<file path="src/rtl/fir_decimate_pkg.sv">
// Shared constants, state encoding and fixed-point helper for the decimating FIR.
// Q-format coefficients carry QUANT_BITS fractional bits.
package fir_decimate_pkg;

  localparam int QUANT_BITS = 10;
  localparam int FIR_DEFAULT_NUM_TAPS = 32;

  typedef enum logic [1:0] {
    S_LOAD,
    S_MAC,
    S_OUT
  } fir_state_t;

  // Symmetric low-pass window, Q10.
  localparam logic signed [31:0] FIR_DEFAULT_COEFFS [FIR_DEFAULT_NUM_TAPS] = '{
    32'sd4,  32'sd6,  32'sd9,  32'sd13, 32'sd18, 32'sd24, 32'sd31, 32'sd38,
    32'sd45, 32'sd52, 32'sd58, 32'sd63, 32'sd67, 32'sd70, 32'sd72, 32'sd73,
    32'sd73, 32'sd72, 32'sd70, 32'sd67, 32'sd63, 32'sd58, 32'sd52, 32'sd45,
    32'sd38, 32'sd31, 32'sd24, 32'sd18, 32'sd13, 32'sd9,  32'sd6,  32'sd4
  };

  // Divide by 2^QUANT_BITS rounding toward zero, then keep the low 32 bits.
  // Negative values get a bias of (2^QUANT_BITS - 1) so the arithmetic shift
  // truncates toward zero instead of toward minus infinity.
  function automatic logic signed [31:0] dequantize_i(input logic signed [63:0] prod);
    logic signed [63:0] bias;
    logic signed [63:0] quot;
    bias = prod[63] ? ((64'sd1 <<< QUANT_BITS) - 64'sd1) : 64'sd0;
    quot = (prod + bias) >>> QUANT_BITS;
    return 32'(quot);
  endfunction

endpackage

</file>
<file path="src/rtl/fir_decimate.sv">
// Decimating real FIR: loads DECIM samples from a show-ahead FIFO, then runs one
// multiply-accumulate per clock over all taps and pushes one result downstream.
//
// state  | meaning
// S_LOAD | pop input samples into the history until DECIM have arrived
// S_MAC  | accumulate COEFFS[k] * x[k], one tap per cycle
// S_OUT  | present the accumulator to the output FIFO, wait while it is full
module fir_decimate
  import fir_decimate_pkg::*;
#(
  parameter int NUM_TAPS = 32,
  parameter int DECIM    = 8,
  parameter logic signed [31:0] COEFFS [NUM_TAPS] = FIR_DEFAULT_COEFFS
) (
  input  logic               clock,
  input  logic               reset,
  output logic               in_rd_en,
  input  logic               in_empty,
  input  logic signed [31:0] in_dout,
  output logic               out_wr_en,
  input  logic               out_full,
  output logic signed [31:0] out_din
);

  localparam int KW = $clog2(NUM_TAPS);
  localparam int CW = (DECIM > 1) ? $clog2(DECIM) : 1;
  localparam logic [KW-1:0] K_LAST   = KW'(NUM_TAPS - 1);
  localparam logic [CW-1:0] CNT_LAST = CW'(DECIM - 1);

  fir_state_t         state_q, state_d;
  logic [CW-1:0]      cnt_q, cnt_d;
  logic [KW-1:0]      k_q, k_d;
  logic signed [31:0] acc_q, acc_d;
  logic signed [31:0] x_q [NUM_TAPS];
  logic               shift_en;
  logic signed [63:0] coef_ext;
  logic signed [63:0] samp_ext;
  logic signed [63:0] prod;
  logic signed [31:0] tap_term;

  assign coef_ext = {{32{COEFFS[k_q][31]}}, COEFFS[k_q]};
  assign samp_ext = {{32{x_q[k_q][31]}}, x_q[k_q]};
  assign prod     = coef_ext * samp_ext;
  assign tap_term = dequantize_i(prod);

  always_comb begin
    state_d   = state_q;
    cnt_d     = cnt_q;
    k_d       = k_q;
    acc_d     = acc_q;
    shift_en  = 1'b0;
    in_rd_en  = 1'b0;
    out_wr_en = 1'b0;
    out_din   = '0;

    unique case (state_q)
      S_LOAD: begin
        if (!in_empty) begin
          in_rd_en = 1'b1;
          shift_en = 1'b1;
          if (cnt_q == CNT_LAST) begin
            cnt_d   = '0;
            acc_d   = '0;
            k_d     = '0;
            state_d = S_MAC;
          end else begin
            cnt_d = cnt_q + CW'(1);
          end
        end
      end
      S_MAC: begin
        acc_d = acc_q + tap_term;
        if (k_q == K_LAST) begin
          k_d     = '0;
          state_d = S_OUT;
        end else begin
          k_d = k_q + KW'(1);
        end
      end
      S_OUT: begin
        if (!out_full) begin
          out_wr_en = 1'b1;
          out_din   = acc_q;
          state_d   = S_LOAD;
        end
      end
      default: state_d = S_LOAD;
    endcase

    // Keep the FIFO strobes quiet for the whole reset pulse, not just after it.
    if (reset) begin
      in_rd_en  = 1'b0;
      out_wr_en = 1'b0;
      out_din   = '0;
    end
  end

  always_ff @(posedge clock or posedge reset) begin
    if (reset) begin
      state_q <= S_LOAD;
      cnt_q   <= '0;
      k_q     <= '0;
      acc_q   <= '0;
    end else begin
      state_q <= state_d;
      cnt_q   <= cnt_d;
      k_q     <= k_d;
      acc_q   <= acc_d;
    end
  end

  // x_q[0] holds the newest sample.
  always_ff @(posedge clock or posedge reset) begin
    if (reset) begin
      for (int i = 0; i < NUM_TAPS; i++) x_q[i] <= '0;
    end else if (shift_en) begin
      x_q[0] <= in_dout;
      for (int i = 1; i < NUM_TAPS; i++) x_q[i] <= x_q[i-1];
    end
  end

endmodule

</file>
<file path="config.mk">
export PLATFORM = sky130hd
export DESIGN_NAME = fir_decimate
export DESIGN_NICKNAME = d
export VERILOG_FILES = /design/src/rtl/fir_decimate_pkg.sv /design/src/rtl/fir_decimate.sv
export SDC_FILE = /design/constraint.sdc
export NUM_CORES = 2
export LEC_CHECK = 0
export ABC_AREA = 1
export ABC_CLOCK_PERIOD_IN_PS = 66700
export BUFFER_PORTS_ARGS = -buffer_cell sky130_fd_sc_hd__clkbuf_2
export CORE_MARGIN = 3
export CORE_UTILIZATION = 65
export CTS_CLUSTER_DIAMETER = 200
export DETAILED_ROUTE_END_ITERATION = 6
export PLACE_DENSITY = 0.93
export SYNTH_ARGS = -nofsm -noshare
export SYNTH_HDL_FRONTEND = slang
export SYNTH_SLANG_ARGS = --single-unit
</file>
<file path="constraint.sdc">
create_clock -name clock -period 66.7 [get_ports clock]
set_input_delay 13.34 -clock clock [delete_from_list [all_inputs] [get_ports clock]]
set_output_delay 13.34 -clock clock [all_outputs]
set_load 0.03 [all_outputs]
</file>
==> impl_metrics.sql <==
INSERT INTO impl_metrics (metric_group, metric, value, unit) VALUES
('outcome', 'status', 'finished clean', ''),
('yosys', 'synth.area.mux_share', '0', '%'),
('setup_path', 'worst_r2r_endpoint', 'acc_q[18]$_DFFE_PP0P_', ''),
('setup_path', 'worst-endpoint-required', '53360', 'ps'),
('yosys', 'synth_top_family_by_area', 'simple AND/OR/NAND/NOR gates', ''),
('clock_tree', 'cts-root-buf', 'sky130_fd_sc_hd__clkbuf_16', ''),
('worst_hold_path', 'worst_hold_startpoint', 'x_q[767]$_DFFE_PP0P_', ''),
('yosys', 'synth_async_sr_flop_share', '100', '%'),
('die', 'row_count', '111', ''),
('placed_design', 'numPlacedInstances', '8575', ''),
('grt', 'grt.total_usage', '35.4', '%'),
('clock_tree', 'holdBufCountCts', '0', ''),
('yosys', 'synthCells', '7621', ''),
('finish', 'num-nets-final', '7937', ''),
('routing', 'routed_wirelength', '175', 'mm'),
('timing', 'drv_slew', '0', ''),
('job', 'timing.max_cap.violations', '0', ''),
('setup_path', 'ff2ff_path_depth', '56', ''),
('grt', 'grt_antenna_before_repair', '0', ''),
('yosys', 'synth_edf_count', '0', ''),
('grt', 'wire_length_of_the_first_global_routing_pass', '282', 'mm'),
('finish', 'final_cell_count_no_fill', '8758', ''),
('clock_tree', 'cts.sink_count', '1066', ''),
('setup_path', 'timing.critical_path.from_type', 'primary input', ''),
('yosys', 'yosys.area_share.simple', '17.8', '%'),
('clock_tree', 'clock_tree_from_tritoncts', 'yes', ''),
('yosys', 'netlist_area', '60800', 'um2'),
('yosys', 'yosys.cell_types.count', '52', ''),
('timing', 'fin_crit_sh', '43.1', '%'),
('timing', 'rsz_0062_raised_after_global_routing', 'no', ''),
('yosys', 'synth_compound_gate_area_share', '16.8', '%'),
('routing', 'dr.first_iter.drc_count', '8307', ''),
('grt', 'grt_pass1_vias', '55400', ''),
('clock_tree', 'cts.reportedPaths.clkPinSlew', '70', 'ps'),
('routing', 'drc', '0', ''),
('timing', 'achievable-frequency', '0.0348', 'GHz'),
('worst_hold_path', 'hold-path-cell-count', '2', ''),
('finish', 'leading_cell_type_in_the_layout_fill_and_taps_excluded', 'sky130_fd_sc_hd__nand2_1', ''),
('routing', 'route.antenna.remaining_nets', '0', ''),
('routing', 'total_via_count_after_detailed_routing', '55200', ''),
('finish', 'layout_cells_sized_above_1', '4.94', '%'),
('clock_tree', 'htree_levels', '3', ''),
('yosys', 'ys.flop_type', 'sky130_fd_sc_hd__dfrtp_1', ''),
('yosys', 'synth_seq_area_share', '43.9', '%'),
('placed_design', 'place_congestion', '0.953', ''),
('worst_hold_path', 'whs_endpoint', 'x_q[735]$_DFFE_PP0P_', ''),
('die', 'die_x', '312', 'um'),
('timing', 'worst_clock_skew', '74.6', 'ps'),
('clock_tree', 'cts-buffers-inserted', '102', ''),
('finish', 'area_growth', '7.13', '%'),
('setup_path', 'cp.arrival', '15430', 'ps'),
('timing', 'timing.final.crit_period', '28770', 'ps'),
('finish', 'final_cell_mix', 'sky130_fd_sc_hd__nand2_1 (1967), sky130_fd_sc_hd__o21ai_0 (1112), sky130_fd_sc_hd__inv_1 (1092)', ''),
('clock_tree', 'clk_path_buf_depth', '3', ''),
('setup_path', 'critPathMaxFanout', '151', ''),
('placed_design', 'detailedPlacementHpwl', '105', 'mm'),
('clock_tree', 'cts-resized-gates', '0', ''),
('die', 'core_region_area', '92200', 'um2'),
('routing', 'detailedRoute.firstPassIterationCount', '7', ''),
('timing', 'setup_total_negative_slack', '0', 'ps'),
('routing', 'viasPerCell', '6.30', ''),
('yosys', 'yosys.area_share.adder', '11.4', '%'),
('clock_tree', 'clock_insertion_delay_worst_skew', '720', 'ps'),
('timing', 'timing.final.hold_violations', '0', ''),
('setup_path', 'regToRegSetupSlack', '52220', 'ps'),
('yosys', 'avg_inst_size_synth', '7.97', 'um2'),
('setup_path', 'crit_path_end_kind', 'output pin', ''),
('die', 'initial_core_util', '65.9', '%'),
('setup_path', 'worstReg2RegStart', 'k_q[2]$_DFFE_PP0P_', ''),
('clock_tree', 'post-cts-setup-buffer-count', '0', ''),
('grt', 'grt_overflow', '0', '');
==> synthesized netlist by cell type, types with 7 or more instances <==
cell	instances	area [um2]
sky130_fd_sc_hd__o22ai_1	121	757
sky130_fd_sc_hd__a211oi_1	17	128
sky130_fd_sc_hd__o211ai_1	69	518
sky130_fd_sc_hd__o21ai_0	1113	5570
sky130_fd_sc_hd__dfrtp_1	1066	26700
sky130_fd_sc_hd__nand3b_1	8	60.1
sky130_fd_sc_hd__o21bai_1	9	67.6
sky130_fd_sc_hd__a32o_1	9	90.1
sky130_fd_sc_hd__nand2_1	1967	7380
sky130_fd_sc_hd__nand4_1	27	169
sky130_fd_sc_hd__nor2_1	406	1520
sky130_fd_sc_hd__clkbuf_1	350	1310
sky130_fd_sc_hd__a21oi_1	267	1340
sky130_fd_sc_hd__xor2_1	24	210
sky130_fd_sc_hd__ha_1	317	3970
sky130_fd_sc_hd__or2_2	32	200
sky130_fd_sc_hd__nor3_1	18	90.1
sky130_fd_sc_hd__fa_1	148	2960
sky130_fd_sc_hd__a221oi_1	74	648
sky130_fd_sc_hd__buf_1	41	154
sky130_fd_sc_hd__inv_2	9	33.8
sky130_fd_sc_hd__buf_2	25	125
sky130_fd_sc_hd__a31oi_1	12	75.1
sky130_fd_sc_hd__o21ai_1	8	40.0
sky130_fd_sc_hd__xnor2_1	12	105
sky130_fd_sc_hd__nor2_2	8	50.1
sky130_fd_sc_hd__a2111oi_0	11	96.3
sky130_fd_sc_hd__o221ai_1	82	718
sky130_fd_sc_hd__nand3_1	222	1110
sky130_fd_sc_hd__inv_1	1094	4110
sky130_fd_sc_hd__nand2_2	7	43.8
==> state kept, by name, indices dropped and copies added, names as in the netlist <==
signal   cells
cnt_q        3
k_q          5
acc_q       32
state_q      2
x_q       1024
==> routing by layer <==
layer | GRT usage [%] | wire [um]
met5 | 0 | 0
met2 | 55.6 | 79700
met4 | 19.5 | 10100
met3 | 8.53 | 21300
met1 | 45.6 | 63500
==> worst max path at each step <==
stage                            to      from  cells past startpoint
6_report                   in_rd_en  in_empty                      6
5_1_grt                    in_rd_en  in_empty                      6
4_1_cts                    in_rd_en  in_empty                      6
3_5_place_dp               in_rd_en  in_empty                      6
3_3_place_gp               in_rd_en  in_empty                      6
2_1_floorplan  acc_q[0]$_DFFE_PP0P_     reset                      1
==> cell type report <==
class	instances	area, um2	area share, %
Multi-Input combinational cell	5028	28300	43.5
Sequential cell	1066	26700	41.0
Inverter	1105	4180	6.42
Clock buffer	148	2950	4.53
Tap cell	1243	1560	2.39
Timing Repair Buffer	133	863	1.33
Clock inverter	34	515	0.792
Antenna cell	1	2.50	0.00384
==> per-stage QoR <==
| stage | worst slack (ps) | hold slack [ps] | util [%] | cell area (um2) |
|---|---|---|---|---|
| global placement | 37960 | 456 | 66.8 | 61600 |
| finish | 37930 | 433 | 70.6 | 65100 |
| global route | 37650 | 461 | 70.6 | 65100 |
| floorplan | 23350 | 446 | - | 60800 |
| detailed placement | 37910 | 466 | 66.8 | 61600 |
| CTS | 37890 | 429 | 70.6 | 65100 |
==> logic make-up (layout without fill, tap and decap cells) <==
| logic type | count (synthesis) | after routing |
|---|---|---|
| fa+ha+maj | 465 | 465 |
| flops | 1066 | 1066 |
| buf+inv | 1527 | 1420 |
| other cells | 0 | 1 |
| xor+xnor | 39 | 39 |
| simple gates | 2714 | 2714 |
| compound gates | 1810 | 1810 |
==> worst max-delay path, cell delays in order <==
cell	delay, ps
sky130_fd_sc_hd__clkbuf_2	130
sky130_fd_sc_hd__nor2_4	120
sky130_fd_sc_hd__buf_4	860
sky130_fd_sc_hd__inv_8	490
sky130_fd_sc_hd__nor2_1	230
sky130_fd_sc_hd__clkbuf_2	230
Power is left out: the tool's default activity adds up to more than one toggle a clock period on the data nets, which glitch-free logic cannot reach.
